--- config.mk ---
export PLATFORM = sky130hd
export DESIGN_NAME = bipolar_3_level_decode_flat
export DESIGN_NICKNAME = d
export VERILOG_FILES = /design/src/rtl/bipolar_3_level_pkg.sv /design/src/rtl/bipolar_3_level_decode_if.sv /design/src/rtl/bipolar_3_level_deser.sv /design/src/rtl/bipolar_3_level_decode.sv /design/src/flat_wrapper.sv
export SDC_FILE = /design/constraint.sdc
export NUM_CORES = 1
export LEC_CHECK = 0
export BUFFER_PORTS_ARGS = -buffer_cell sky130_fd_sc_hd__buf_4
export CAP_MARGIN = 10
export CORE_ASPECT_RATIO = 0.75
export CORE_MARGIN = 5
export CORE_UTILIZATION = 58
export CTS_BUF_LIST = sky130_fd_sc_hd__clkbuf_4 sky130_fd_sc_hd__clkbuf_8
export DETAILED_ROUTE_END_ITERATION = 6
export PLACE_DENSITY_LB_ADDON = 0.05
export SYNTH_ARGS = -nofsm -noshare
export SYNTH_HDL_FRONTEND = slang
export SYNTH_SLANG_ARGS = --single-unit
--- constraint.sdc ---
create_clock -name CLK -period 2.15 [get_ports CLK]
set_input_delay 0.3225 -clock CLK [delete_from_list [all_inputs] [get_ports CLK]]
set_output_delay 0.3225 -clock CLK [all_outputs]
set_load 0.05 [all_outputs]
--- src/rtl/bipolar_3_level_pkg.sv ---
// ============================================================================
// Module : bipolar_3_level_pkg
// Brief  : Line levels, mark polarities and the code-rule helper shared by
//          the bipolar 3-level encoder and decoder.
// Rev    : 1.0
// ============================================================================
`default_nettype none

package bipolar_3_level_pkg;

    localparam logic MARK_LEVEL  = 1'b0;
    localparam logic SPACE_LEVEL = 1'b1;
    localparam logic POS_SIGN    = 1'b1;
    localparam logic NEG_SIGN    = 1'b0;

    // A run opens with a positive mark; every later mark in the run alternates.
    function automatic logic mark_breaks_rule(input logic in_run,
                                              input logic prev_sign,
                                              input logic sign);
        return in_run ? (sign == prev_sign) : (sign != POS_SIGN);
    endfunction

endpackage

`default_nettype wire

--- src/rtl/bipolar_3_level_decode_if.sv ---
// ============================================================================
// Module : bipolar_3_level_decode_if
// Brief  : Line inputs and decoded outputs of the bipolar 3-level decoder.
// Rev    : 1.0
// ============================================================================
`default_nettype none

interface bipolar_3_level_decode_if #(
    parameter int WORD_W = 8,
    parameter int ERR_W  = 16
);
    logic              ENCODED;
    logic              SIGN;
    logic              CLR_ERR;
    logic              DATA;
    logic              VIOLATION;
    logic [WORD_W-1:0] DATA_WORD;
    logic              WORD_VALID;
    logic              WORD_ERR;
    logic [ERR_W-1:0]  ERR_COUNT;
    logic              LOS;

    modport master (
        output ENCODED, SIGN, CLR_ERR,
        input  DATA, VIOLATION, DATA_WORD, WORD_VALID, WORD_ERR, ERR_COUNT, LOS
    );

    modport slave (
        input  ENCODED, SIGN, CLR_ERR,
        output DATA, VIOLATION, DATA_WORD, WORD_VALID, WORD_ERR, ERR_COUNT, LOS
    );
endinterface

`default_nettype wire

--- src/rtl/bipolar_3_level_deser.sv ---
// ============================================================================
// Module : bipolar_3_level_deser
// Brief  : MSB-first word assembly with a per-word violation flag.
// Rev    : 1.0
// ============================================================================
`default_nettype none

module bipolar_3_level_deser #(
    parameter int WORD_W = 8
) (
    input  wire logic              CLK,
    input  wire logic              CPU_RESET,
    input  wire logic              i_bit,
    input  wire logic              i_viol,
    output logic      [WORD_W-1:0] o_word,
    output logic                   o_word_valid,
    output logic                   o_word_err
);
    localparam int CNT_W = $clog2(WORD_W);
    localparam logic [CNT_W-1:0] LAST_BIT = CNT_W'(WORD_W - 1);

    logic [CNT_W-1:0]  cnt_q,     cnt_d;
    logic [WORD_W-1:0] shift_q,   shift_d;
    logic              err_acc_q, err_acc_d;
    logic [WORD_W-1:0] word_q,    word_d;
    logic              valid_q,   valid_d;
    logic              werr_q,    werr_d;

    logic [WORD_W-1:0] w_shift;
    logic              w_err;

    // Inputs are the values being registered onto DATA/VIOLATION this edge,
    // so the word completes on the same cycle its last bit shows on DATA.
    always_comb begin
        w_shift   = {shift_q[WORD_W-2:0], i_bit};
        w_err     = err_acc_q | i_viol;
        cnt_d     = cnt_q + CNT_W'(1);
        shift_d   = w_shift;
        err_acc_d = w_err;
        word_d    = word_q;
        valid_d   = 1'b0;
        werr_d    = 1'b0;
        if (cnt_q == LAST_BIT) begin
            cnt_d     = '0;
            shift_d   = '0;
            err_acc_d = 1'b0;
            word_d    = w_shift;
            valid_d   = 1'b1;
            werr_d    = w_err;
        end
    end

    always_ff @(posedge CLK or posedge CPU_RESET) begin
        if (CPU_RESET) begin
            cnt_q     <= '0;
            shift_q   <= '0;
            err_acc_q <= 1'b0;
            word_q    <= '0;
            valid_q   <= 1'b0;
            werr_q    <= 1'b0;
        end else begin
            cnt_q     <= cnt_d;
            shift_q   <= shift_d;
            err_acc_q <= err_acc_d;
            word_q    <= word_d;
            valid_q   <= valid_d;
            werr_q    <= werr_d;
        end
    end

    assign o_word       = word_q;
    assign o_word_valid = valid_q;
    assign o_word_err   = werr_q;

endmodule

`default_nettype wire

--- src/rtl/bipolar_3_level_decode.sv ---
// ============================================================================
// Module : bipolar_3_level_decode
// Brief  : Bipolar 3-level line decoder: bit recovery, code-rule checking,
//          violation counting, loss-of-signal and word assembly.
// Rev    : 1.0
// ============================================================================
`default_nettype none

module bipolar_3_level_decode
    import bipolar_3_level_pkg::*;
#(
    parameter int WORD_W    = 8,
    parameter int LOS_LIMIT = 32,
    parameter int ERR_W     = 16
) (
    input  wire logic                 CLK,
    input  wire logic                 CPU_RESET,
    bipolar_3_level_decode_if.slave   bus
);
    localparam int RUN_W = $clog2(LOS_LIMIT + 1);
    localparam logic [ERR_W-1:0] ERR_MAX = '1;
    localparam logic [RUN_W-1:0] RUN_MAX = RUN_W'(LOS_LIMIT);

    logic             data_q,      data_d;
    logic             violation_q, violation_d;
    logic             prev_mark_q, prev_mark_d;
    logic             prev_sign_q, prev_sign_d;
    logic [ERR_W-1:0] err_count_q, err_count_d;
    logic [RUN_W-1:0] run_cnt_q,   run_cnt_d;
    logic             los_q,       los_d;

    logic              w_mark;
    logic [WORD_W-1:0] w_word;
    logic              w_word_valid;
    logic              w_word_err;

    always_comb begin
        w_mark      = (bus.ENCODED == MARK_LEVEL);
        data_d      = w_mark;
        violation_d = w_mark && mark_breaks_rule(prev_mark_q, prev_sign_q, bus.SIGN);
        prev_mark_d = w_mark;
        prev_sign_d = w_mark ? bus.SIGN : NEG_SIGN;

        // A clear coinciding with a violation keeps that violation counted.
        err_count_d = err_count_q;
        if (bus.CLR_ERR) begin
            err_count_d = ERR_W'(violation_d);
        end else if (violation_d && (err_count_q != ERR_MAX)) begin
            err_count_d = err_count_q + ERR_W'(1);
        end

        run_cnt_d = run_cnt_q;
        if (w_mark) begin
            run_cnt_d = '0;
        end else if (run_cnt_q != RUN_MAX) begin
            run_cnt_d = run_cnt_q + RUN_W'(1);
        end
        los_d = !w_mark && (run_cnt_d == RUN_MAX);
    end

    always_ff @(posedge CLK or posedge CPU_RESET) begin
        if (CPU_RESET) begin
            data_q      <= 1'b0;
            violation_q <= 1'b0;
            prev_mark_q <= 1'b0;
            prev_sign_q <= 1'b0;
            err_count_q <= '0;
            run_cnt_q   <= '0;
            los_q       <= 1'b0;
        end else begin
            data_q      <= data_d;
            violation_q <= violation_d;
            prev_mark_q <= prev_mark_d;
            prev_sign_q <= prev_sign_d;
            err_count_q <= err_count_d;
            run_cnt_q   <= run_cnt_d;
            los_q       <= los_d;
        end
    end

    bipolar_3_level_deser #(
        .WORD_W (WORD_W)
    ) u_deser (
        .CLK          (CLK),
        .CPU_RESET    (CPU_RESET),
        .i_bit        (data_d),
        .i_viol       (violation_d),
        .o_word       (w_word),
        .o_word_valid (w_word_valid),
        .o_word_err   (w_word_err)
    );

    assign bus.DATA       = data_q;
    assign bus.VIOLATION  = violation_q;
    assign bus.DATA_WORD  = w_word;
    assign bus.WORD_VALID = w_word_valid;
    assign bus.WORD_ERR   = w_word_err;
    assign bus.ERR_COUNT  = err_count_q;
    assign bus.LOS        = los_q;

endmodule

`default_nettype wire
--- src/flat_wrapper.sv ---
// flat-port wrapper written by rule: the top's interface ports become plain ports
module bipolar_3_level_decode_flat import bipolar_3_level_pkg::*;
#(
    parameter int WORD_W    = 8,
    parameter int LOS_LIMIT = 32,
    parameter int ERR_W     = 16
)
  (CLK, CPU_RESET, bus_ENCODED, bus_SIGN, bus_CLR_ERR, bus_DATA, bus_VIOLATION, bus_DATA_WORD, bus_WORD_VALID, bus_WORD_ERR, bus_ERR_COUNT, bus_LOS);
  bipolar_3_level_decode_if #(.WORD_W(WORD_W), .ERR_W(ERR_W)) bus_i ();
  input  wire logic CLK;
  input  wire logic CPU_RESET;
  input wire logic [$bits(bus_i.ENCODED)-1:0] bus_ENCODED;
  input wire logic [$bits(bus_i.SIGN)-1:0] bus_SIGN;
  input wire logic [$bits(bus_i.CLR_ERR)-1:0] bus_CLR_ERR;
  output wire logic [$bits(bus_i.DATA)-1:0] bus_DATA;
  output wire logic [$bits(bus_i.VIOLATION)-1:0] bus_VIOLATION;
  output wire logic [$bits(bus_i.DATA_WORD)-1:0] bus_DATA_WORD;
  output wire logic [$bits(bus_i.WORD_VALID)-1:0] bus_WORD_VALID;
  output wire logic [$bits(bus_i.WORD_ERR)-1:0] bus_WORD_ERR;
  output wire logic [$bits(bus_i.ERR_COUNT)-1:0] bus_ERR_COUNT;
  output wire logic [$bits(bus_i.LOS)-1:0] bus_LOS;
  assign bus_i.ENCODED = bus_ENCODED;
  assign bus_i.SIGN = bus_SIGN;
  assign bus_i.CLR_ERR = bus_CLR_ERR;
  assign bus_DATA = bus_i.DATA;
  assign bus_VIOLATION = bus_i.VIOLATION;
  assign bus_DATA_WORD = bus_i.DATA_WORD;
  assign bus_WORD_VALID = bus_i.WORD_VALID;
  assign bus_WORD_ERR = bus_i.WORD_ERR;
  assign bus_ERR_COUNT = bus_i.ERR_COUNT;
  assign bus_LOS = bus_i.LOS;
  bipolar_3_level_decode #(.WORD_W(WORD_W), .LOS_LIMIT(LOS_LIMIT), .ERR_W(ERR_W)) u_core (.CLK(CLK), .CPU_RESET(CPU_RESET), .bus(bus_i));
endmodule
-- After elaboration in Yosys (flattened, before gate mapping)
Cells that the tools add are included.
- reduce and logical (&&, ||, !) cells: 4
- bitwise logic cells: 3
- equality and inequality tests: 5
- muxes and demuxes: 11
- add/subtract/negate cells: 3
- operator list (cell ; number):
    two-way mux 16 bit ; 2
    adder 16 x 1 -> 16 bit, second input constant ; 1
    inequality test 16 bit, second input constant ; 1
    two-way mux 6 bit ; 2
    two-way mux 7 bit ; 1
    adder 6 x 1 -> 6 bit, second input constant ; 1
    equality test 6 bit, second input constant ; 1
    inequality test 6 bit, second input constant ; 1
    two-way mux 1 bit ; 5
    adder 3 x 1 -> 3 bit, second input constant ; 1
    equality test 3 bit, second input constant ; 1
    logical AND 1 bit ; 3
    two-way mux 3 bit ; 1
    NOT 1 bit ; 2
    nonzero test 2 bit ; 1
    equality test 1 bit ; 1
    bitwise OR 1 bit ; 1
- output and inout bits: 29
- bits in registers: 47
- logic and storage cells: 38
- input port bits: 5

-- Depth between registers and ports, before layout
- word-level depth: 6
- gate-level depth with buffers: 6
- depth with buffers taken out: 6

-- By module
Synthesis repeated with hierarchy kept, for this count alone.
- cell total of the unflattened synthesis: 183
- area, all modules: 2118.3 µm²
- modules (own cells, without submodules) (module ; area an instance (µm²) ; instances ; cells an instance):
    bipolar_3_level_decode ; 1355.0 ; 1 ; 139
    bipolar_3_level_deser ; 763.2 ; 1 ; 44

-- Least setup slack after synthesis
OpenSTA, ideal clock, no wires.
- path type: reg-to-reg
- start: register u_core.err_count_q[0] (netlist: u_core.bus.ERR_COUNT[0])
- end: register u_core.err_count_q[3] (netlist: u_core.bus.ERR_COUNT[3])
- library setup time: 128 ps
- cell stages (with the launch flop): 6
- required time: 2022 ps
- slack: 126 ps
- data arrival time: 1897 ps
- cells stage by stage: dfrtp_1 ha_1 nand4_1 nor4_2 nor3_1 mux2_1
- cells in the longest elaborated chain, start to end: 3
- ends and longest elaborated chain (item ; line ; RTL):
    from (decl) ; bipolar_3_level_decode.sv:28 ; logic [ERR_W-1:0] err_count_q, err_count_d;
    from (signal assigned) ; bipolar_3_level_decode.sv:75 ; err_count_q <= err_count_d;
    adder 16 x 1 -> 16 bit or inequality test 16 bit (tied branches) ; bipolar_3_level_decode.sv:49, bipolar_3_level_decode.sv:48 ;
    two-way mux 16 bit or logical AND 1 bit (tied branches) ; bipolar_3_level_decode.sv:48 ; end else if (violation_d && (err_count_q != ERR_MAX)) begin
    two-way mux 16 bit or nonzero test 2 bit (tied branches) ; n/a ;
Parallel ways exist; a longest one is shown, timed or not. The select of a mux whose other input is x is not followed.
A chain may end at the register's enable or synchronous reset.

-- Worst setup path in the final report
- start: register u_core.err_count_q[0] (netlist: u_core.bus.ERR_COUNT[0])
- end: register u_core.err_count_q[6] (netlist: u_core.bus.ERR_COUNT[6])
Same word-level chain as after synthesis.

==> metrics.md <==
| Metric | Value |
|---|---|
| Status | finished clean |
| Tot GR Track Use | 0.1877 |
| Maximum vdd drop | 0.0005225 V |
| Fin area | 2555 sq um |
| Fin crit period | 1.874 ns |
| Leakage power | 1.177 nW |
| # diodes | 0 |
| Vias per cell | 5.720 |
| Pre-antenna DRT Iters | 4 |
| FILL cells | 267 |
| Final WL | 4126 microns |
| WP data required | 2.33 ns |
| Synth top area cells | dfrtp_1 55%, mux2_2 5.7%, nor2b_1 3.2% |
| Critical-path top delay cell | dfrtp_1 |
| Hold Path Class | primary input to asynchronous set/reset pin |
| Cell variety after synth | 44 |
| IO buf count | 33 |
| Clock skew | 0.009565 ns |
| RSZ-0062 raised after global routing | false |
| Placed Cells | 271 |
| Synth Net Count | 201 |
| Core Footprint | 3613 sq um |
| # rows | 19 |
| Crit-path cells | ha_1 > and4_1 > o21ai_0 > a211oi_1 > mux2_2 |
| FF/Latch Area | 1176 sq um |
| Max Clk Rate | 533.7 MHz |
| Final setup margin | 0.2763 ns |
| Maxcap violations | 0 |
| Initial Util | 0.5970 |
| Num ports | 34 |
| Crit path launch type | register |
| Gp weighted congestion | 0.8872 |
| Post-synth top area share | 0.5452 |
| Num Clock Sinks | 47 |
| Ys Warns | 0 |
| Layout cell share with drive strength beyond 1 | 0.2643 |
| #FFs+latches synth | 47 |
| Initial antenna violation count | 0 |
| Setup TNS | 0 ns |
| TritonCTS clock tree | built |
| Setup WS pre-CTS | 0.3156 ns |
| Die X | 80.42 microns |
| Seq/Total Area, Yosys | 0.5452 |
| Largest net degree at the start of global routing | 48 |
| Die height | 62.82 microns |
| Most frequent cells in the layout | 47 x dfrtp_1, 33 x buf_4, 18 x nor2_1 |
| Post-synth EDFFs | 0 |
| Worst Path Arrival | 2.05 ns |
| CTS clk-pin slew, worst paths | 0.09 ns |
| Final net count | 236 |
| Clk_lat worst skew | 0.30 ns |
| Power Density | 683.1 nW/um^2 |
| Post-CTS setup buffer count | 0 |
| H-tree depth | 2 |
| Clk Tree Root Cell | clkbuf_8 |
| Number of global-route vias before repair | 1532 |
| Post-Layout Cell Count | 279 |
| Total CTS buffers | 5 |
| Worst Setup End Kind | register |
| First-pass GRT wire length | 7590 microns |
| Final count of negative-setup-slack endpoints | 0 |
| Asr flop ratio synth | 1.000 |
| Kind of critical path | register to register |
| DRC | 0 |
| Die area | 5052 sq um |
| Placed inst area | 2440 sq um |
| Cells after synthesis | 191 |
| Post_cts resized | 0 |
| Hold-fix buffers, CTS | 0 |
| Final Hold Violating Endpoints | 0 |
| Critical path's top delay family | flip-flops |
| Synth Area per Inst | 11.29 sq um |
| Antenna Nets Post-Route | 0 |
| Most used DFF post-synth | dfrtp_1 |
| DR WL/cell | 14.79 microns |
| Rel. slew slack | 0.5402 |
| GRT Residual Overflow | 0 |
| Max incr delay on CP | 0.44 ns |
| Via count | 1596 |
| Period utilization | 0.8715 |
| Buf+Inv Stages, Crit Path | 0 |
| HPWL after DPL | 3017 microns |
| Final core occ | 0.7071 |
| Synthesized cell area | 2157 sq um |
| Worst slew pin tran | 0.6898 ns |
| Clk buf depth | 2 |
| Syn-to-layout area delta | 18.45% |
| Slew Viols, Final | 0 |
| Leading area contributor after synthesis | dfrtp_1 |
| Most common cell after layout, fill and taps aside | dfrtp_1 |
| DR iter-0 viols | 91 |
| Area occupied by multi-input gates | 889.6 sq um |
| Max FO, Critical Path | 6 |
[layer usage]
metal | vias to the layer above | global-route usage | wire, microns
met2 | 45 | 0.2841 | 1996
met3 | 6 | 0.04755 | 208
met1 | 781 | 0.2680 | 1875
li1 | 764 | - | -
met5 | - | 0 | 0
met4 | 0 | 0.05063 | 46
[area by class of cell]
cell class	instances	share of cell area
inverter	11	0.01616
timing repair buffer	34	0.1048
multi-input combinational	127	0.3482
clock buffer	5	0.02693
tap	52	0.02547
sequential	47	0.4603
clock inverter	3	0.01812
[state kept, by name (all words and copies together), names as in the netlist]
signal,flops
u_core.u_deser.o_word,8
u_core.bus.ERR_COUNT,16
u_core.bus.DATA,1
u_core.bus.VIOLATION,1
u_core.bus.LOS,1
u_core.prev_sign_q,1
u_core.u_deser.cnt_q,3
u_core.u_deser.shift_q,7
u_core.run_cnt_q,6
u_core.u_deser.err_acc_q,1
u_core.u_deser.o_word_err,1
u_core.u_deser.o_word_valid,1
[cell families after synthesis]
logic type | synth area share
mux | 0.06729
compound gates | 0.1166
fa+ha+maj | 0.02900
xor+xnor | 0.01218
flops | 0.5452
buf+inv | 0.04234
simple gates | 0.1874
[power breakdown]
part	internal, W	switching, W
logic	0.0000541	0.000114
registers	0.000905	0.0000184
clock network	0.000350	0.000303
total	0.00131	0.000436
[synth_stat cells (2+ instances only)]
cell	number
nor4_1	2
buf_6	3
o221ai_1	2
nor2_1	18
nand2_1	8
o41ai_1	3
o21a_1	4
o31ai_1	3
o311ai_0	3
nor2b_1	11
nand3_1	8
nand4_1	3
a211oi_1	2
or4_1	3
inv_1	11
mux2_2	11
a21oi_1	6
ha_1	5
or3_1	2
xor2_1	2
o21ai_0	2
nor3_1	7
dfrtp_1	47
and4_1	4
clkbuf_1	2
[worst reg2reg max path, stage by stage, from the launching register on]
cell	delay, ns
dfrtp_1	0.44
ha_1	0.28
and4_1	0.23
o21ai_0	0.14
a211oi_1	0.30
mux2_2	0.37
[worst paths after layout]
kind	from	cells after the start	end	slack, ns
setup / recovery	u_core.bus.ERR_COUNT[0]	5	u_core.bus.ERR_COUNT[6]	0.28
max in group asynchronous	CPU_RESET	3	u_core.bus.ERR_COUNT[2]	1.88
setup reg to reg	u_core.bus.ERR_COUNT[0]	5	u_core.bus.ERR_COUNT[6]	0.28
hold reg to reg	u_core.u_deser.cnt_q[0]	1	u_core.u_deser.cnt_q[0]	0.43
hold / removal	CPU_RESET	3	u_core.bus.ERR_COUNT[10]	0.05
min in group CLK	bus_ENCODED	2	u_core.u_deser.shift_q[0]	0.25
[per-stage QoR]
stage / hold WS [ns] / total power [W]
2_1_floorplan: 0.4031 / 0.001060
3_3_place_gp: 0.3814 / 0.001105
3_5_place_dp: 0.3891 / 0.001112
4_1_cts: 0.06107 / 0.001763
5_1_grt: 0.06225 / 0.001836
6_report: 0.04996 / 0.001745
Note: power is estimated with default switching activity, not from simulation.
